## config.mk

```make
export PLATFORM = sky130hd
export DESIGN_NAME = tlu_trigger_data_fifo_flat
export DESIGN_NICKNAME = d
export VERILOG_FILES = /design/src/rtl/tlu_trigger_data_fifo_if.sv /design/src/rtl/tlu_trigger_data_fifo.sv /design/src/flat_wrapper.sv
export SDC_FILE = /design/constraint.sdc
export NUM_CORES = 1
export LEC_CHECK = 0
export BUFFER_PORTS_ARGS = -buffer_cell sky130_fd_sc_hd__buf_2
export CAP_MARGIN = 30
export CORE_ASPECT_RATIO = 1.5
export CORE_MARGIN = 10
export CORE_UTILIZATION = 35
export CTS_BUF_LIST = sky130_fd_sc_hd__clkbuf_2
export DETAILED_ROUTE_END_ITERATION = 8
export GPL_ROUTABILITY_DRIVEN = 0
export PLACE_DENSITY = 0.57
export SLEW_MARGIN = 20
export SYNTH_ARGS = -nofsm -noshare
export SYNTH_HDL_FRONTEND = slang
export SYNTH_SLANG_ARGS = --single-unit
```

## constraint.sdc

```tcl
create_clock -name BUS_CLK -period 8.1 [get_ports BUS_CLK]
set_input_delay 0.405 -clock BUS_CLK [delete_from_list [all_inputs] [get_ports BUS_CLK]]
set_output_delay 0.405 -clock BUS_CLK [all_outputs]
set_load 0.02 [all_outputs]
```

## src/rtl/tlu_trigger_data_fifo_if.sv

```systemverilog
// Trigger-data handshake and FWFT read bus between the TLU controller,
// the trigger data FIFO and the readout arbiter.
interface tlu_trigger_data_fifo_if;
   logic [31:0] TLU_DATA;
   logic        TLU_DATA_SAVE_FLAG;
   logic        TLU_DATA_SAVED_FLAG;
   logic        FIFO_READ;
   logic        FIFO_EMPTY;
   logic [31:0] FIFO_DATA;

   modport master (
      output TLU_DATA,
      output TLU_DATA_SAVE_FLAG,
      output FIFO_READ,
      input  TLU_DATA_SAVED_FLAG,
      input  FIFO_EMPTY,
      input  FIFO_DATA
   );

   modport slave (
      input  TLU_DATA,
      input  TLU_DATA_SAVE_FLAG,
      input  FIFO_READ,
      output TLU_DATA_SAVED_FLAG,
      output FIFO_EMPTY,
      output FIFO_DATA
   );
endinterface

```

## src/rtl/tlu_trigger_data_fifo.sv

```systemverilog
// Captures TLU trigger words, acknowledges them and buffers them in a
// first-word-fall-through FIFO with near-full watermark and lost-word counter.
module tlu_trigger_data_fifo #(
   parameter int ADDR_WIDTH       = 4,
   parameter int NEAR_FULL_MARGIN = 4
) (
   input  logic                    BUS_CLK,
   input  logic                    BUS_RST,
   input  logic                    ENABLE,
   tlu_trigger_data_fifo_if.slave  bus,
   output logic                    FIFO_NEAR_FULL,
   output logic [ADDR_WIDTH:0]     FILL_LEVEL,
   output logic [7:0]              LOST_COUNT
);

   localparam int DEPTH = 2**ADDR_WIDTH;
   localparam logic [ADDR_WIDTH:0] DEPTH_L  = (ADDR_WIDTH+1)'(DEPTH);
   localparam logic [ADDR_WIDTH:0] THRESH_L = (ADDR_WIDTH+1)'(DEPTH - NEAR_FULL_MARGIN);

   logic                  cap_vld_q;
   logic [31:0]           cap_word_q;
   logic [31:0]           mem_q [DEPTH];
   logic [ADDR_WIDTH-1:0] wr_ptr_q, wr_ptr_d;
   logic [ADDR_WIDTH-1:0] rd_ptr_q, rd_ptr_d;
   logic [ADDR_WIDTH:0]   fill_q, fill_d;
   logic                  empty_q;
   logic                  near_full_q;
   logic [31:0]           head_q, head_d;
   logic [7:0]            lost_q, lost_d;
   logic                  full;
   logic                  wr_en;
   logic                  drop_full;
   logic                  rd_en;
   logic                  tlu_msb_unused;

   // Bit 31 of the incoming word is replaced by the trigger-word tag.
   assign tlu_msb_unused = bus.TLU_DATA[31];

   always_ff @(posedge BUS_CLK) begin
      if (BUS_RST) begin
         cap_vld_q  <= 1'b0;
         cap_word_q <= '0;
      end else begin
         cap_vld_q  <= bus.TLU_DATA_SAVE_FLAG;
         cap_word_q <= bus.TLU_DATA_SAVE_FLAG ? {1'b1, bus.TLU_DATA[30:0]} : cap_word_q;
      end
   end

   always_comb begin
      full      = (fill_q == DEPTH_L);
      wr_en     = cap_vld_q && ENABLE && !full;
      drop_full = cap_vld_q && ENABLE && full;
      rd_en     = bus.FIFO_READ && !empty_q;
      wr_ptr_d  = wr_ptr_q + ADDR_WIDTH'(wr_en);
      rd_ptr_d  = rd_ptr_q + ADDR_WIDTH'(rd_en);

      fill_d = fill_q;
      if (wr_en && !rd_en) begin
         fill_d = fill_q + 1'b1;
      end else if (!wr_en && rd_en) begin
         fill_d = fill_q - 1'b1;
      end

      lost_d = lost_q;
      if (drop_full && (lost_q != 8'hFF)) begin
         lost_d = lost_q + 8'd1;
      end

      // Head bypasses memory when the slot it needs is being written this cycle.
      head_d = head_q;
      if (fill_d != '0) begin
         if (wr_en && (wr_ptr_q == rd_ptr_d)) begin
            head_d = cap_word_q;
         end else begin
            head_d = mem_q[rd_ptr_d];
         end
      end
   end

   always_ff @(posedge BUS_CLK) begin
      if (BUS_RST) begin
         for (int i = 0; i < DEPTH; i++) begin
            mem_q[i] <= '0;
         end
      end else if (wr_en) begin
         mem_q[wr_ptr_q] <= cap_word_q;
      end
   end

   always_ff @(posedge BUS_CLK) begin
      if (BUS_RST) begin
         wr_ptr_q    <= '0;
         rd_ptr_q    <= '0;
         fill_q      <= '0;
         empty_q     <= 1'b1;
         near_full_q <= 1'b0;
         head_q      <= '0;
         lost_q      <= '0;
      end else begin
         wr_ptr_q    <= wr_ptr_d;
         rd_ptr_q    <= rd_ptr_d;
         fill_q      <= fill_d;
         empty_q     <= (fill_d == '0);
         near_full_q <= (fill_d >= THRESH_L);
         head_q      <= head_d;
         lost_q      <= lost_d;
      end
   end

   assign bus.TLU_DATA_SAVED_FLAG = cap_vld_q;
   assign bus.FIFO_EMPTY          = empty_q;
   assign bus.FIFO_DATA           = head_q;
   assign FIFO_NEAR_FULL          = near_full_q;
   assign FILL_LEVEL              = fill_q;
   assign LOST_COUNT              = lost_q;

endmodule

```

## src/flat_wrapper.sv

```systemverilog
// flat-port wrapper written by rule: the top's interface ports become plain ports
module tlu_trigger_data_fifo_flat 
#(
   parameter int ADDR_WIDTH       = 4,
   parameter int NEAR_FULL_MARGIN = 4
)
  (BUS_CLK, BUS_RST, ENABLE, FIFO_NEAR_FULL, FILL_LEVEL, LOST_COUNT, bus_TLU_DATA, bus_TLU_DATA_SAVE_FLAG, bus_FIFO_READ, bus_TLU_DATA_SAVED_FLAG, bus_FIFO_EMPTY, bus_FIFO_DATA);
  tlu_trigger_data_fifo_if bus_i ();
  input  logic BUS_CLK;
  input  logic BUS_RST;
  input  logic ENABLE;
  output logic FIFO_NEAR_FULL;
  output logic [ADDR_WIDTH:0] FILL_LEVEL;
  output logic [7:0] LOST_COUNT;
  input wire logic [$bits(bus_i.TLU_DATA)-1:0] bus_TLU_DATA;
  input wire logic [$bits(bus_i.TLU_DATA_SAVE_FLAG)-1:0] bus_TLU_DATA_SAVE_FLAG;
  input wire logic [$bits(bus_i.FIFO_READ)-1:0] bus_FIFO_READ;
  output wire logic [$bits(bus_i.TLU_DATA_SAVED_FLAG)-1:0] bus_TLU_DATA_SAVED_FLAG;
  output wire logic [$bits(bus_i.FIFO_EMPTY)-1:0] bus_FIFO_EMPTY;
  output wire logic [$bits(bus_i.FIFO_DATA)-1:0] bus_FIFO_DATA;
  assign bus_i.TLU_DATA = bus_TLU_DATA;
  assign bus_i.TLU_DATA_SAVE_FLAG = bus_TLU_DATA_SAVE_FLAG;
  assign bus_i.FIFO_READ = bus_FIFO_READ;
  assign bus_TLU_DATA_SAVED_FLAG = bus_i.TLU_DATA_SAVED_FLAG;
  assign bus_FIFO_EMPTY = bus_i.FIFO_EMPTY;
  assign bus_FIFO_DATA = bus_i.FIFO_DATA;
  tlu_trigger_data_fifo #(.ADDR_WIDTH(ADDR_WIDTH), .NEAR_FULL_MARGIN(NEAR_FULL_MARGIN)) u_core (.BUS_CLK(BUS_CLK), .BUS_RST(BUS_RST), .ENABLE(ENABLE), .bus(bus_i), .FIFO_NEAR_FULL(FIFO_NEAR_FULL), .FILL_LEVEL(FILL_LEVEL), .LOST_COUNT(LOST_COUNT));
endmodule
```

; Word-level counts from Yosys, hierarchy flattened
; Memories as Yosys holds them, arrays and structs flattened. A register that Yosys moved wholly into a read port is not among the register bits.
; Cells that the tools add are included.
[op_classes]
muxes = 10
n_eq_ne = 2
addsub = 5
n_reduce_logical = 14
order_cmp = 1
[ops]
columns = cell, n
row1 = 2-to-1 mux 32 bit, 1
row2 = OR reduction 32 bit, 1
row3 = 2-to-1 mux 5 bit, 2
row4 = adder 4 x 1 -> 4 bit, 2
row5 = "adder 8 x 1 -> 8 bit, second input constant", 1
row6 = "!= test 8 bit, second input constant", 1
row7 = logical AND 1 bit, 7
row8 = 2-to-1 mux 1 bit, 6
row9 = "adder 5 x 1 -> 5 bit, second input constant", 1
row10 = "== test 5 bit, second input constant", 1
row11 = ">= comparator 5 x 4 -> 1 bit, second input constant", 1
row12 = logical NOT 5 bit, 1
row13 = nonzero test 5 bit, 1
row14 = "subtractor 5 x 1 -> 5 bit, second input constant", 1
row15 = logical NOT 1 bit, 4
row16 = 2-to-1 mux 4 bit, 1
[word_totals]
memories = 1
input_bits = 37
ramBits = 512
out_inout_bits = 48
regBits = 56
[memory_table]
columns = memory, depth, word_bits, rd, rd_clocked_by_memory_dff, wr, line
row1 = u_core.mem_q, 16, 32, 1, 1, 16, tlu_trigger_data_fifo.sv:22  ; logic [31:0] mem_q [DEPTH];

; Longest topological paths before layout
; Gate-level depths: netlist of run 1.
[depth]
depth_word = 8
mapped_depth = 14
depth_no_buf = 10

; Worst setup path before layout of run 1
; No wires, ideal clock.
[synth_path]
path_type = reg2reg
start = register u_core.fill_q[0] (netlist: u_core.FILL_LEVEL[0])
end = memory u_core.mem_q[0][0] (enable)
period_less_slack_ns = 4.714
path_buffers = 2
slack_ns = 3.386
path_stages_with_launch = 9
arrival_ns = 4.244
cell_sequence = dfxtp_1 -> inv_1 -> ha_1 -> nand4bb_1 -> nand2_1 -> or4_1 -> clkbuf_1 -> clkbuf_1 -> o31ai_1
[synth_lines]
columns = element, line
row1 = "start, declared", tlu_trigger_data_fifo.sv:25  ; logic [ADDR_WIDTH:0] fill_q, fill_d;
row2 = "start signal, assigned", tlu_trigger_data_fifo.sv:102  ; fill_q <= fill_d;
row3 = "end, declared", tlu_trigger_data_fifo.sv:22

; Worst setup path in the final report of run 1
[layout_path]
start = register u_core.empty_q (netlist: u_core.bus.FIFO_EMPTY)
end = register u_core.head_q[0] (netlist: u_core.bus.FIFO_DATA[0]), read port of u_core.mem_q
[layout_between]
elab_chain_len = 6
[layout_rtl]
columns = element, line
row1 = "start, declared", tlu_trigger_data_fifo.sv:26  ; logic empty_q;
row2 = "start signal, assigned", tlu_trigger_data_fifo.sv:103  ; empty_q <= (fill_d == '0);
row3 = logical NOT 1 bit *, tlu_trigger_data_fifo.sv:53  ; rd_en = bus.FIFO_READ && !empty_q;
row4 = logical AND 1 bit *, tlu_trigger_data_fifo.sv:53
row5 = logical AND 1 bit or logical NOT 1 bit (tied branches), "tlu_trigger_data_fifo.sv:60, tlu_trigger_data_fifo.sv:58"
row6 = 2-to-1 mux 5 bit or logical AND 1 bit (tied branches), "tlu_trigger_data_fifo.sv:60, tlu_trigger_data_fifo.sv:58"
row7 = 2-to-1 mux 5 bit, tlu_trigger_data_fifo.sv:58  ; if (wr_en && !rd_en) begin
row8 = nonzero test 5 bit, tlu_trigger_data_fifo.sv:71  ; if (fill_d != '0) begin
row9 = "end, declared", tlu_trigger_data_fifo.sv:28  ; logic [31:0] head_q, head_d;
; Every way passes the cells marked *; elsewhere a longest branch is shown, timed or not.
; A chain may end at the register's enable or synchronous reset.

==> reports/results.ini, run 1 <==
[yosys]
synth_top_family_by_area = simple AND/OR/NAND/NOR gates
synth-xor-area-share_pct = 0.603
synth_area_um2 = 27200
synthFlopType = edfxtp_1
synthSimpleGateAreaFrac_pct = 17.4
synthMuxAreaShare_pct = 7.15
syn_avg_cell_area_um2 = 11.7
synth_area_leaders = edfxtp_1 (57%), nor3_1 (7.7%), mux2i_1 (7.1%)
ys_seq_elements = 600
synth-edff-count = 512
syn_inst = 2330
syn-num-nets = 2374
yosysWarnings = 0
synth_top_area_share_pct = 56.6
synth_adder_area_share_pct = 0.401
synth_common_cells = edfxtp_1 (512), nor3_1 (418), clkbuf_1 (248)
ys_types = 50
yosysSeqAreaShare_pct = 63.1
synth_top_area_cell = edfxtp_1
yosysMostFrequentCell = edfxtp_1
synth-compound-area-share_pct = 6.42
async_flop_share_pct = 0

[placed_design]
dp_cells = 3210
dp_hpwl_mm = 49.8
port-buffer-count = 83

[critical_path]
reg2reg_slack_ps = 3460
timing.rr.start = u_core.bus.FIFO_EMPTY$_SDFF_PP1_
cp-start-kind = flop
crit_path_max_fanout = 69
reg2regPathDepth = 12
crit_type = reg -> reg
required_ps = 9160
cp.arrival_ps = 5700
cp-startpoint = u_core.bus.FIFO_EMPTY$_SDFF_PP1_
crit_chain = nand2b_1 -> inv_2 -> ha_4 -> ha_1 -> xor2_4 -> buf_4 -> buf_4 -> mux2i_1 -> a32oi_1 -> and4_1 -> nor3_1 -> o32ai_1
cp_slowest_stage_delay_ps = 800
crit_top_cell = buf_4
cp_slowest_cell = buf_4
regToRegEndpoint = u_core.bus.FIFO_DATA[0]$_SDFFE_PP0P_
cp-end-kind = flop
crit_end = u_core.bus.FIFO_DATA[0]$_SDFFE_PP0P_

[power_and_ir_drop]
seqPwrFrac_pct = 47.8
p_leak_nw = 10.5
power_density_nw_per_um2 = 242
power_frac_clock_pct = 26.4
irDropWorstVdd_uv = 173
total_power_mw = 7.56
p_int_mw = 4.90
comb_power_share_pct = 25.8
power.switching_mw = 2.66
swShare_pct = 35.2

[clocking]
clock_sinks = 600
clockRootBuffer = clkbuf_2
cts_resized = 0
post_cts_buffers = 0
cts_htree_levels = 4
numCtsBuffers = 149
clock_path_buffers = 3
hold_buffers = 118
tritoncts = built
clk_latency_ps = 1210
path_clk_slew_ps = 100

[route]
num_vias = 21100
drtIter0Drc = 1944
viasPerCell = 5.87
ant_nets = 0
drc_errors = 0
routed_wl_mm = 91.7
first_pass_iters = 5
wl_per_cell_um = 25.5

[die]
io_pins = 85
core_um2 = 77300
die-area_um2 = 89400
die_y_um = 361
die_x_um = 248
start_util_pct = 35.2
row_count = 125

[sta]
finalCriticalPeriod_ps = 4640
slew_violations = 0
fin_tns_setup_ps = 0
max_freq_mhz = 216
tightest_slew_ps = 1010
relSlewSlack_pct = 32.7
skew_ps = 112
finalSetupViolCount = 0
hold_viol = 0
grt_setup_unrepaired = no
period_share_pct = 57.2

[global_routing]
gr-total-overflow = 0
antenna_found_initial = 1
grt_max_degree = 115
grt_use_total_pct = 20.1
grt_pass1_wl_mm = 136
grt_pass1_vias = 21900

[status]
outcome = finished clean

[layout]
fin_nets = 2509
syn_to_final_growth_pct = 14.8
final_cells = 3593
fin_util_pct = 40.4
drive_gt1_share_pct = 17.0

[flow_run]
maxCapViolCount = 0

[min_path]
hp-class = in -> reg

[flip-flops by register name, summed over array words and instances, names as in the netlist, 4 cells and up]
signal / count
u_core.cap_word_q: 32
u_core.LOST_COUNT: 8
u_core.FILL_LEVEL: 5
u_core.mem_q: 512
u_core.rd_ptr_q: 4
u_core.bus.FIFO_DATA: 32
u_core.wr_ptr_q: 4
[critical path: cells and delay by family, from the launching register on]
family,cells,cell delay (ps)
simple gates,3,1040
buf+inv,3,1810
compound gates,2,280
flops,1,320
fa+ha+maj,2,460
mux,1,300
xor+xnor,1,180
[metrics by stage]
step                area, um2  hold WS [ps]  worst slack, ps
floorplan               27200           448             3390
global placement        28500           471             3460
detailed placement      28700           469             3430
CTS                     31100           263             3510
global route            31200           176             3350
finish                  31200           231             3460
[cells by family after synthesis]
logic type,count (synthesis)
mux,194
fa+ha+maj,9
xor+xnor,17
buf+inv,349
simple gates,940
compound gates,221
flops,600
[power groups by stage]
stage / clock (mW) / combinational [mW] / sequential [mW]
floorplan: 0 / 1.16 / 3.71
global route: 2.18 / 2.05 / 3.63
CTS: 2.03 / 1.92 / 3.62
detailed placement: 0 / 1.87 / 3.69
finish: 2.00 / 1.95 / 3.62
global placement: 0 / 1.84 / 3.68
[worst min-delay path by stage]
stage | from | endpoint | slack, ps | depth (start not counted)
6_report | bus_TLU_DATA_SAVE_FLAG | u_core.bus.TLU_DATA_SAVED_FLAG$_SDFF_PP0_ | 230 | 3
5_1_grt | bus_TLU_DATA_SAVE_FLAG | u_core.bus.TLU_DATA_SAVED_FLAG$_SDFF_PP0_ | 180 | 3
4_1_cts | BUS_RST | u_core.bus.FIFO_EMPTY$_SDFF_PP1_ | 260 | 4
3_5_place_dp | u_core.bus.FIFO_DATA[7]$_SDFFE_PP0P_ | u_core.bus.FIFO_DATA[7]$_SDFFE_PP0P_ | 470 | 2
3_3_place_gp | u_core.bus.FIFO_DATA[30]$_SDFFE_PP0P_ | u_core.bus.FIFO_DATA[30]$_SDFFE_PP0P_ | 470 | 2
2_1_floorplan | u_core.cap_word_q[31]$_SDFFE_PP0P_ | u_core.cap_word_q[31]$_SDFFE_PP0P_ | 450 | 2
[cell usage in the layout (no fill, tap or decap), types with 5 or more instances in the layout]
| cell | instances |
|---|---|
| a21oi_1 | 34 |
| a221o_1 | 32 |
| a221oi_1 | 32 |
| a32oi_1 | 32 |
| and4_1 | 32 |
| buf_12 | 5 |
| buf_2 | 82 |
| buf_4 | 53 |
| clkbuf_2 | 233 |
| clkinv_1 | 42 |
| clkinv_2 | 8 |
| dfxtp_1 | 86 |
| dlygate4sd3_1 | 118 |
| edfxtp_1 | 512 |
| ha_1 | 6 |
| inv_1 | 37 |
| inv_2 | 11 |
| mux2i_1 | 193 |
| nand2_1 | 200 |
| nand3_1 | 69 |
| nand4_1 | 8 |
| nor2_1 | 50 |
| nor2b_1 | 5 |
| nor3_1 | 418 |
| nor4_1 | 128 |
| o21ai_4 | 12 |
| o31ai_1 | 32 |
| o32ai_1 | 32 |
| xnor2_1 | 6 |
| xor2_1 | 7 |
[routing by layer]
layer | up-vias | wire length, um | GRT usage, %
met1 | 10500 | 33600 | 22.8
met5 | - | 0 | 0
li1 | 9237 | - | -
met3 | 264 | 6620 | 3.47
met2 | 1055 | 46700 | 34.9
met4 | 0 | 4870 | 11.5
[final cells by class]
class | count | area [um2]
antenna | 1 | 2.50
multi-input combinational | 1381 | 9040
inverter | 71 | 267
fill | 7414 | 46100
timing repair buffer | 262 | 2170
sequential | 600 | 17100
clock inverter | 29 | 126
tap | 1016 | 1270
clock buffer | 233 | 1170
Power figures use the tool's default switching activity.
==> inputs of run 2 (changes only) <==
--- a/config.mk
+++ b/config.mk
@@ -5,6 +5,7 @@
 export SDC_FILE = /design/constraint.sdc
 export NUM_CORES = 1
 export LEC_CHECK = 0
+export ABC_AREA = 1
 export BUFFER_PORTS_ARGS = -buffer_cell sky130_fd_sc_hd__buf_2
 export CAP_MARGIN = 30
 export CORE_ASPECT_RATIO = 1.5
==> constraint.sdc (replaced) <==
create_clock -name BUS_CLK -period 4.8 [get_ports BUS_CLK]
set_input_delay 0.24 -clock BUS_CLK [delete_from_list [all_inputs] [get_ports BUS_CLK]]
set_output_delay 0.24 -clock BUS_CLK [all_outputs]
set_load 0.02 [all_outputs]
==> reports/results.ini, run 2 <==
[clocking]
path_clk_slew_ps = 100
clk_latency_ps = 1180
cts_resized = 0
cts_htree_levels = 4
post_cts_buffers = 0
clock_path_buffers = 3
tritoncts = built
clock_sinks = 600
numCtsBuffers = 148
clockRootBuffer = clkbuf_2

[sta]
slew_violations = 0
fin_tns_setup_ps = 0
period_share_pct = 86.8
grt_setup_unrepaired = no
hold_viol = 0
finalCriticalPeriod_ps = 4160
tightest_slew_ps = 990
hold_ws_ps = 151
finalSetupViolCount = 0
relSlewSlack_pct = 34.0
max_freq_mhz = 240
skew_ps = 64.3

[route]
routed_wl_mm = 82.0
drtIter0Drc = 1598
wl_per_cell_um = 20.0
viasPerCell = 5.19
drc_errors = 0
ant_nets = 0
num_vias = 21300
first_pass_iters = 6

[die]
die_y_um = 359
row_count = 124
io_pins = 85
start_util_pct = 35.2
core_um2 = 76200
die_x_um = 246
die-area_um2 = 88300

[critical_path]
cp-end-kind = flop
required_ps = 5840
crit_type = reg -> reg
crit_path_max_fanout = 32
cp.arrival_ps = 5200
cp-start-kind = flop

[power_and_ir_drop]
total_power_mw = 12.8
power_density_nw_per_um2 = 416
irDropWorstVdd_uv = 248
p_leak_nw = 11.7

[yosys]
synth_top_area_share_pct = 57.3
ys_seq_elements = 600
ys_types = 34
synth_adder_area_share_pct = 0.327
async_flop_share_pct = 0
synth_common_cells = nor2_1 (983), edfxtp_1 (512), o21ai_0 (282)
synth-compound-area-share_pct = 9.84
syn_avg_cell_area_um2 = 9.67
yosysSeqAreaShare_pct = 63.9
synthFlopType = edfxtp_1
synth-edff-count = 512
synth_top_family_by_area = simple AND/OR/NAND/NOR gates
synth_area_leaders = edfxtp_1 (57%), nor2_1 (14%), dfxtp_1 (6.6%)
synth_top_area_cell = edfxtp_1
synthMuxAreaShare_pct = 0
synth_area_um2 = 26800
syn_inst = 2773
syn-num-nets = 2817
yosysWarnings = 0
synth-xor-area-share_pct = 0.383
synthSimpleGateAreaFrac_pct = 20.4
yosysMostFrequentCell = nor2_1

[flow_run]
maxCapViolCount = 0

[layout]
largest_reg_flops = 512
syn_to_final_growth_pct = 15.0
fin_nets = 3024
final_cells = 4103
largest_register = u_core.mem_q
register_area_um2 = 17100
final_cell_mix = nor2_1 (983), edfxtp_1 (512), o21ai_0 (282)
layout_commonest_cell = nor2_1
filler_cell_count = 7400
drive_gt1_share_pct = 13.0
multi_input_area_um2 = 8320

[global_routing]
gr-total-overflow = 0
antenna_found_initial = 1
grt_use_total_pct = 18.3
grt_max_degree = 162
grt_pass1_wl_mm = 125
grt_pass1_vias = 21600

[placed_design]
dp_cells = 3702
dp_hpwl_mm = 46.3
port-buffer-count = 83

[status]
outcome = finished clean

[min_path]
hp-class = in -> reg

==> run 2: cell types whose count changed after synthesis, moves of 33 or more <==
cell      delta
buf_2       +47
clkbuf_1   -114
nor2_1     +930
a32oi_1     -33
nor3_1     -415
o21ai_0    +267
nor4_1     -126
mux2i_1    -193
o211ai_1   +127
and4_1      -33
o31ai_1     -36
nand3_1     +78
==> run 2: cell families after synthesis <==
family                     count (synthesis)
xor gates and xnor gates                  10
adders and majority gates                  7
buffers and inverters                    325
DFF                                      600
AOI/OAI and AO/OA                        461
and+or+nand+nor                         1370
==> run 2: power by group <==
group          leakage (nW)  internal (mW)  switching [mW]
sequential             6.01           5.94           0.149
clock                  1.05           1.46            2.07
combinational          4.64          0.974            2.22
total                  11.7           8.38            4.44
==> run 2: metal layers <==
metal	vias to the layer above	share of wire, %	track usage [%]	wire [um]
li1	9881	-	-	-
met1	10500	37	20.3	30500
met2	736	53	32.9	43100
met3	196	5.2	2.29	4260
met4	0	5.0	10.6	4110
met5	-	0	0	0
==> run 2: worst paths after layout <==
path                                      from                                   endpoint  slack (ps)  cells after the start
max            u_core.FILL_LEVEL[0]$_SDFF_PP0_      u_core.bus.FIFO_DATA[20]$_SDFFE_PP0P_         640                     18
min                     bus_TLU_DATA_SAVE_FLAG  u_core.bus.TLU_DATA_SAVED_FLAG$_SDFF_PP0_         150                      5
max reg2reg    u_core.FILL_LEVEL[0]$_SDFF_PP0_      u_core.bus.FIFO_DATA[20]$_SDFFE_PP0P_         640                     18
min reg2reg  u_core.LOST_COUNT[3]$_SDFFE_PP0P_          u_core.LOST_COUNT[3]$_SDFFE_PP0P_         500                      2
==> run 2: final cells by class <==
class / count / area share, %
Antenna cell: 3 / 0.0244
Clock buffer: 215 / 3.49
Clock inverter: 47 / 1.02
Inverter: 106 / 1.31
Multi-Input combinational cell: 1848 / 27.0
Sequential cell: 600 / 55.6
Tap cell: 1008 / 4.09
Timing Repair Buffer: 276 / 7.46
==> run 2: per-stage QoR <==
| step | area (um2) | utilization (%) | worst slack (ps) |
|---|---|---|---|
| finish | 30800 | 40.5 | 636 |
| global route | 30800 | 40.5 | 314 |
| CTS | 30800 | 40.4 | 639 |
| detailed placement | 28000 | 36.8 | 1040 |
| global placement | 28000 | 36.8 | 1090 |
| floorplan | 26800 | - | 1830 |
==> run 2: critical path, stage by stage (launching register included) <==
cell and delay (ps):
dfxtp_1 450, inv_1 120, ha_1 290, nand3_4 160, nand2_4 100, nand2_4 60, dlygate4sd3_1 700, nand2_1 90
nand2_1 60, dlygate4sd3_1 530, nand2_1 70, dlygate4sd3_1 560, inv_1 80, nand2_1 80, nor2_2 80, buf_4 340
nand3_1 120, nand2_1 80, nor2_1 60
==> run 2: timing repair <==
action | in CTS | in global routing
hold endpoints to repair | 72 | 0
hold buffers | 134 | 0
setup endpoints to repair | 0 | 0
